File: src/rtl/wb_pkg.sv
// Shared definitions for the write-back port arbiter: grant select
// encoding, data width and conflict counter width.
package wb_pkg;

    localparam int DATA_W = 64;
    localparam int CNT_W  = 16;

    // Grant select; the encoding doubles as the data mux select bit.
    typedef enum logic {
        GNT_REQ0 = 1'b0,
        GNT_REQ1 = 1'b1
    } gnt_sel_e;

endpackage

File: src/rtl/mux_64_2_1.sv
// 64-bit 2:1 data select; sel=1 picks in1.
module mux_64_2_1
    import wb_pkg::*;
(
    input  logic [DATA_W-1:0] in0,
    input  logic [DATA_W-1:0] in1,
    input  logic              sel,
    output logic [DATA_W-1:0] out
);

    // Pure combinational select.
    always_comb begin
        out = sel ? in1 : in0;
    end

endmodule

File: src/rtl/wb_port_arbiter.sv
// Two-requester write-back arbiter feeding a single registered register-file
// write port. Requester 0 is the ALU result, requester 1 the load result.
// Config macro WB_ARB_ROUND_ROBIN_EN: when defined, ties alternate using a
// last-grant flop (requester 0 wins the first tie after reset); when
// undefined, ties always go to requester 1 and no last-grant state exists.
//
// Handshake: a transfer happens on requester N at a rising edge where
// reqN_valid and reqN_ready are both high; the output write is consumed at
// an edge where out_valid and out_ready are both high. reqN_ready never
// depends on out_valid being dropped by the consumer in the same cycle
// beyond load = !out_valid | out_ready, and at most one ready is high.
module wb_port_arbiter
    import wb_pkg::*;
#(
    parameter int ADDR_W   = 5,
    parameter int ZERO_REG = 31
) (
    input  logic              clk,
    input  logic              reset,
    input  logic              req0_valid,
    output logic              req0_ready,
    input  logic [ADDR_W-1:0] req0_addr,
    input  logic [DATA_W-1:0] req0_data,
    input  logic              req1_valid,
    output logic              req1_ready,
    input  logic [ADDR_W-1:0] req1_addr,
    input  logic [DATA_W-1:0] req1_data,
    output logic              out_valid,
    input  logic              out_ready,
    output logic [ADDR_W-1:0] out_addr,
    output logic [DATA_W-1:0] out_data,
    output logic [CNT_W-1:0]  conflict_cnt
);

    localparam logic [ADDR_W-1:0] ZERO_ADDR = ADDR_W'(ZERO_REG);

    gnt_sel_e          gnt;
    logic              gnt_valid;
    logic              load;
    logic              accept;
    logic              write_real;
    logic [ADDR_W-1:0] sel_addr;
    logic [DATA_W-1:0] sel_data;

    logic              out_valid_q, out_valid_d;
    logic [ADDR_W-1:0] out_addr_q, out_addr_d;
    logic [DATA_W-1:0] out_data_q, out_data_d;
    logic [CNT_W-1:0]  conflict_cnt_q, conflict_cnt_d;
`ifdef WB_ARB_ROUND_ROBIN_EN
    gnt_sel_e          last_grant_q, last_grant_d;
`endif

    // Grant selection: single requester wins outright; ties resolved by config.
    always_comb begin
        gnt       = GNT_REQ0;
        gnt_valid = req0_valid | req1_valid;
        if (req0_valid && req1_valid) begin
`ifdef WB_ARB_ROUND_ROBIN_EN
            gnt = (last_grant_q == GNT_REQ0) ? GNT_REQ1 : GNT_REQ0;
`else
            gnt = GNT_REQ1;
`endif
        end else if (req1_valid) begin
            gnt = GNT_REQ1;
        end
    end

    // The only data path from requesters to the output register.
    mux_64_2_1 u_data_mux (
        .in0 (req0_data),
        .in1 (req1_data),
        .sel (gnt == GNT_REQ1),
        .out (sel_data)
    );

    // Handshake and next-state computation for the output register and counter.
    always_comb begin
        load       = !out_valid_q || out_ready;
        accept     = load && gnt_valid && !reset;
        req0_ready = accept && (gnt == GNT_REQ0);
        req1_ready = accept && (gnt == GNT_REQ1);
        sel_addr   = (gnt == GNT_REQ1) ? req1_addr : req0_addr;
        // Writes to the hardwired-zero register handshake but never reach the file.
        write_real = accept && (sel_addr != ZERO_ADDR);

        out_valid_d    = out_valid_q;
        out_addr_d     = out_addr_q;
        out_data_d     = out_data_q;
        conflict_cnt_d = conflict_cnt_q;

        if (load) begin
            out_valid_d = write_real;
        end
        if (write_real) begin
            out_addr_d = sel_addr;
            out_data_d = sel_data;
        end
        if (req0_valid && req1_valid && (conflict_cnt_q != {CNT_W{1'b1}})) begin
            conflict_cnt_d = conflict_cnt_q + CNT_W'(1);
        end
`ifdef WB_ARB_ROUND_ROBIN_EN
        last_grant_d = accept ? gnt : last_grant_q;
`endif
    end

    // State registers with asynchronous reset.
    always_ff @(posedge clk or posedge reset) begin
        if (reset) begin
            out_valid_q    <= 1'b0;
            out_addr_q     <= '0;
            out_data_q     <= '0;
            conflict_cnt_q <= '0;
`ifdef WB_ARB_ROUND_ROBIN_EN
            last_grant_q   <= GNT_REQ1;
`endif
        end else begin
            out_valid_q    <= out_valid_d;
            out_addr_q     <= out_addr_d;
            out_data_q     <= out_data_d;
            conflict_cnt_q <= conflict_cnt_d;
`ifdef WB_ARB_ROUND_ROBIN_EN
            last_grant_q   <= last_grant_d;
`endif
        end
    end

    assign out_valid    = out_valid_q;
    assign out_addr     = out_addr_q;
    assign out_data     = out_data_q;
    assign conflict_cnt = conflict_cnt_q;

endmodule

File: config.mk
export PLATFORM = sky130hd
export DESIGN_NAME = wb_port_arbiter
export DESIGN_NICKNAME = d
export VERILOG_FILES = /design/src/rtl/wb_pkg.sv /design/src/rtl/mux_64_2_1.sv /design/src/rtl/wb_port_arbiter.sv
export SDC_FILE = /design/constraint.sdc
export NUM_CORES = 1
export LEC_CHECK = 0
export CAP_MARGIN = 10
export CORE_MARGIN = 1
export CORE_UTILIZATION = 30
export DETAILED_ROUTE_END_ITERATION = 12
export SYNTH_ARGS = -nofsm -noshare
export SYNTH_HDL_FRONTEND = slang
export SYNTH_SLANG_ARGS = --single-unit
File: constraint.sdc
create_clock -name clk -period 7.05 [get_ports clk]
set_clock_uncertainty 0.15 [all_clocks]
set_input_delay 1.41 -clock clk [delete_from_list [all_inputs] [get_ports clk]]
set_output_delay 1.41 -clock clk [all_outputs]
set_load 0.005 [all_outputs]
==> results.md, run 1 <==
- Synthesized area: 0.004705 mm2
- Hold Vio Cnt, Final: 0
- Min Tclk post-route: 4518 ps
- Cell row count: 45
- Final Power: 1.747 mW
- Routed Antenna Nets: 0
- DP Worst Slack: 2480 ps
- GRT Residual Overflow: 0
- Worst rel slew slack: 0.2749
- Worst VDD drop: 101.2 uV
- Diode count: 0
- P_leak: 3.059 nW
- Hold Slack: 354.4 ps
- Number of flops mapped to enable cells by yosys: 0
- Critical Path RT: 5490 ps
- Dpl cells: 740
- Worst endpoint data arrival time: 2960 ps
- Core Box Area: 0.01526 mm2
- Final Max Slew Viols: 0
- Die X: 127.2 um
- Setup TNS: 0 ps
- Total setup buffers inserted after CTS: 0
- Via Count: 3363
- Pin count of the biggest net entering global routing: 87
- Sink Count: 86
- Syn Inst Count: 314
- Crit end category: output port
- Height of the die: 127.2 um
- Seq/Total Area, Yosys: 0.4574
- Post-CTS Resized: 0
- DRT Pass-1 Iters: 4
- Fin util: 0.4850
- Syn Nets: 458
- Drt total wl: 11580 um
- Peak Freq: 0.2213 GHz
- TritonCTS Buffers: 9
- Total track usage: 0.1463
- DRC Markers: 0
- Cell Chain, Critical Path: buf_4 > nor3b_1 > clkdlybuf4s50_1
- Non-Filler Instances: 756
- First-pass GRT wire length: 18240 um
- Drt first-iter violations: 62
- Initial antenna violation count: 0
- Vias in the first global route: 3513
- Dpl cell area: 0.007098 mm2
- Worst skew pair latency: 330 ps
- Power Dens Cells: 236.1 mW/mm2
- Met2 routed WL: 5593 um
- Port Buffers: 230
- Via-per-instance ratio: 4.448
- WP buf/inv: 2
- Final #Nets: 684
- Primary FF master, synth: dfrtp_1
- Fin area: 0.007401 mm2
- Final worst slack: 2532 ps
- WS Path Type: in2out
- Critical-path top delay cell: buf_4
- Cell variety after synth: 45
- Worst slew pin tran: 1088 ps
- Num ports: 231
- Post-DP HPWL: 8591 um
- Final setup viols: 0
- Syn_area_per_cell: 14.98 um2
- H-Tree Depth: 3
- CTS Buffer Depth: 2
- Ys Warns: 0
- WL per Instance: 15.31 um
- HP Class: reg2reg
- CTS Hold Bufs: 0
- Max-cap violations: 0
- Crit path launch type: input port
- Ys async rst share: 1.000
- #FFs+latches synth: 86
- Initial Util: 0.3083
- Clk slew on worst S/H paths: 60 ps
- Gpl congestion: 0.7520
- Share of cells above drive strength 1: 0.3083
- DR WL met3: 802 um
- CTS tree: built
- Critical path peak fanout: 78
- Crit-path leading delay family: buffers and inverters
- Status: finished, final reports clean
- Root buffer cell: clkbuf_16
- M1 WL: 4986 um
- Area delta synth->final: 57.31%
- Die area: 0.01619 mm2
- Crit-path max cell delay: 700 ps
- Fin crit share: 0.6409
- RSZ-0062 raised after global routing: no
- Highest routed layer: met4
## Yosys cell counts (2+ instances only)
cell	instances	share of area
mux2_4	68	0.22
nand2_1	8	0.0064
nand3_1	7	0.0074
xor2_1	4	0.0074
mux2i_1	2	0.0043
a31oi_1	4	0.0053
buf_6	2	0.0048
nor3_1	3	0.0032
and3_1	3	0.0040
xnor2_1	3	0.0056
mux2_1	3	0.0072
buf_12	7	0.030
clkbuf_1	6	0.0048
nor2_1	3	0.0024
dfrtp_1	86	0.46
a2bb2oi_2	2	0.0064
nand3_2	3	0.0064
a21oi_1	5	0.0053
mux2_2	66	0.16
nand4_1	2	0.0027
nor4_4	2	0.0090
nor4_1	2	0.0027
## power breakdown
group | internal, mW | switching (mW)
clock | 0.294 | 0.184
combinational | 0.413 | 0.172
sequential | 0.599 | 0.0849
total | 1.31 | 0.441
## logic make-up (layout without fill, tap and decap cells)
logic type	Yosys count	after routing	synth area share
buffers and inverters	18	249	0.04282
AOI/OAI and AO/OA	15	15	0.02420
adders and majority gates	1	1	0.002659
and+or+nand+nor	48	48	0.07341
muxes	139	139	0.3864
xor gates and xnor gates	7	7	0.01303
DFF	86	86	0.4574
## per-layer routing
| layer | vias to the layer above | GRT usage |
|---|---|---|
| li1 | 1596 | - |
| met1 | 1617 | 0.1793 |
| met2 | 136 | 0.2405 |
| met3 | 14 | 0.04188 |
| met4 | 0 | 0.06303 |
| met5 | - | 0 |
## area by class of cell
cell class                 count  area [um2]
sequential                    86        2152
fill                        1371        7858
timing repair buffer         232        2315
tap                          211       264.0
clock buffer                  13       260.3
clock inverter                 3       42.54
multi-input combinational    210        2362
inverter                       1       5.005
## layout by cell type, fill, tap and decap left out, drive strengths merged
cell / instances
nor2b: 2
nor3: 4
clkbuf: 13
a41oi: 1
nor3b: 1
or3: 1
and4: 2
clkinv: 2
a31oi: 4
and3: 3
mux2i: 2
a2bb2oi: 2
ha: 1
bufinv: 1
xor2: 4
and2: 1
clkdlybuf4s50: 229
o211ai: 1
clkinvlp: 1
nor4b: 1
nor4: 5
nand4: 3
nor2: 4
dfrtp: 86
o311a: 1
nand2: 9
nand3: 10
or2: 2
buf: 3
mux2: 137
xnor2: 3
o21a: 1
a21oi: 5
## path summary, 6_finish.rpt
| kind | from | endpoint | slack (ps) | cells after the start |
|---|---|---|---|---|
| hold / removal | out_data[9]$_DFFE_PP0P_ | out_data[9]$_DFFE_PP0P_ | 350 | 1 |
| max in group asynchronous | reset | out_data[5]$_DFFE_PP0P_ | 4310 | 3 |
| min in group asynchronous | reset | out_addr[1]$_DFFE_PP0P_ | 1690 | 3 |
| setup / recovery | req1_valid | req1_ready | 2530 | 3 |
| setup reg to reg | out_valid$_DFFE_PP0N_ | out_data[63]$_DFFE_PP0P_ | 4240 | 5 |
| hold reg to reg | out_data[9]$_DFFE_PP0P_ | out_data[9]$_DFFE_PP0P_ | 350 | 1 |
## state kept, by name (all words and copies together), names as in the netlist
register      flops
out_data         64
conflict_cnt     16
out_addr          5
out_valid         1
(Power assumes the default switching activity.)
==> run 2, diff against run 1 <==
==> constraint.sdc (replaced) <==
create_clock -name clk -period 3.8 [get_ports clk]
set_clock_uncertainty 0.15 [all_clocks]
set_input_delay 0.76 -clock clk [delete_from_list [all_inputs] [get_ports clk]]
set_output_delay 0.76 -clock clk [all_outputs]
set_load 0.005 [all_outputs]
==> results.md, run 2 (synthesized netlist as in run 1, its figures left out) <==
- Busiest grt layer: met2
- Commonest cells after routing, fill and taps aside: 229 x clkdlybuf4s50_1, 86 x dfrtp_1, 68 x mux2_4
- Post-DP HPWL: 8591 um
- Fillers: 1336
- Num ports: 231
- Setup TNS: 0 ps
- Initial Util: 0.3083
- Met2 usage: 0.2427
- HP Class: reg2reg
- GRT Residual Overflow: 0
- First-pass GRT wire length: 18200 um
- Height of the die: 127.2 um
- Vias in the first global route: 3515
- Crit end category: output port
- TritonCTS Buffers: 9
- Share of cells above drive strength 1: 0.3107
- WS Path Type: in2out
- Gpl congestion: 0.7294
- Cell row count: 45
- Final setup viols: 0
- Routed Antenna Nets: 0
- Critical Path RT: 2890 ps
- Worst slew pin tran: 661.4 ps
- Pin count of the biggest net entering global routing: 87
- CTS Hold Bufs: 0
- Max reg flops: 64
- Power Dens Cells: 424.6 mW/mm2
- Worst rel slew slack: 0.5591
- Multi-input gate area: 0.002362 mm2
- Crit path launch type: input port
- Root buffer cell: clkbuf_16
- Commonest non-fill, non-tap cell in the layout: clkdlybuf4s50_1
- Sink Count: 86
- DRC Markers: 0
- Min Tclk post-route: 3077 ps
- Diode count: 0
- Via-per-instance ratio: 4.426
- Final Max Slew Viols: 0
- CTS Buffer Depth: 2
- Worst skew pair latency: 330 ps
- Post-CTS Resized: 0
- Met3 usage: 0.04313
- GRT met1 Usage: 0.1749
- H-Tree Depth: 3
- Port Buffers: 230
- Final #Nets: 686
- DRT Pass-1 Iters: 4
- WL per Instance: 15.25 um
- Die X: 127.2 um
- Max-cap violations: 0
- RSZ-0062 raised after global routing: no
- Core Box Area: 0.01526 mm2
- Drt first-iter violations: 103
- Total setup buffers inserted after CTS: 0
- Worst endpoint data arrival time: 2170 ps
- Critical path peak fanout: 6
- Clk slew on worst S/H paths: 60 ps
- Total track usage: 0.1462
- Non-Filler Instances: 755
- Peak Freq: 0.3250 GHz
- Hold Vio Cnt, Final: 0
- Dpl cells: 742
- Drt total wl: 11510 um
- Die area: 0.01619 mm2
- CTS tree: built
- Status: finished, final reports clean
- Area delta synth->final: 57.58%
- Via Count: 3342
- Initial antenna violation count: 0
- P_leak: 3.069 nW
- Worst VDD drop: 191.0 uV
- Fin crit share: 0.8096
- Register Area: 0.002152 mm2
==> run 2: changes by cell type in the layout (fill, tap and decap cells not counted), sizes merged <==
cell,previous run,this run
bufinv,1,0
buf,3,5
clkinvlp,1,0
clkinv,2,3
clkbuf,13,11
==> run 2: layer usage <==
layer | vias up | routed length [um]
met5 | - | 0
met4 | 0 | 214
met3 | 14 | 782
met2 | 136 | 5498
met1 | 1593 | 5018
li1 | 1599 | -
==> run 2: report_power, final <==
| group | total (mW) | switching [mW] | internal (mW) | leakage, nW |
|---|---|---|---|---|
| Combinational | 1.09 | 0.317 | 0.773 | 1.91 |
| Clock | 0.792 | 0.328 | 0.465 | 0.133 |
| Sequential | 1.26 | 0.152 | 1.11 | 1.03 |
| Total | 3.15 | 0.797 | 2.35 | 3.07 |
==> run 2: worst paths after layout <==
path | slack (ps) | from | endpoint | depth (start not counted)
max | 720 | req0_valid | req0_ready | 3
min in group asynchronous | 820 | reset | conflict_cnt[6]$_DFFE_PP0P_ | 3
max reg2reg | 1610 | out_valid$_DFFE_PP0N_ | out_data[27]$_DFFE_PP0P_ | 5
max in group asynchronous | 2280 | reset | out_data[24]$_DFFE_PP0P_ | 3
min | 360 | out_data[5]$_DFFE_PP0P_ | out_data[5]$_DFFE_PP0P_ | 1
min reg2reg | 360 | out_data[5]$_DFFE_PP0P_ | out_data[5]$_DFFE_PP0P_ | 1
==> run 2: through the flow <==
step	util	total power, mW	hold slack, ps	instance area [um2]	setup WS (ps)
CTS	0.4859	3.211	358.6	7413	704.4
floorplan	-	1.748	350.4	4705	668.2
finish	0.4859	3.148	356.4	7413	723.3
global route	0.4859	3.322	370.5	7413	617.6
detailed placement	0.4686	2.383	341.6	7151	723.1
global placement	0.4686	2.371	343.2	7151	718.0
==> run 2: area by class of cell <==
class	count	area share
timing repair buffer	234	0.3193
inverter	1	0.0006751
sequential	86	0.2903
clock buffer	11	0.03409
multi-input combinational	210	0.3187
clock inverter	2	0.001350
tap	211	0.03561
==> run 2: critical path, stage by stage <==
cell and delay, ps:
clkdlybuf4s50_1 580, nor4b_1 260, clkdlybuf4s50_1 560
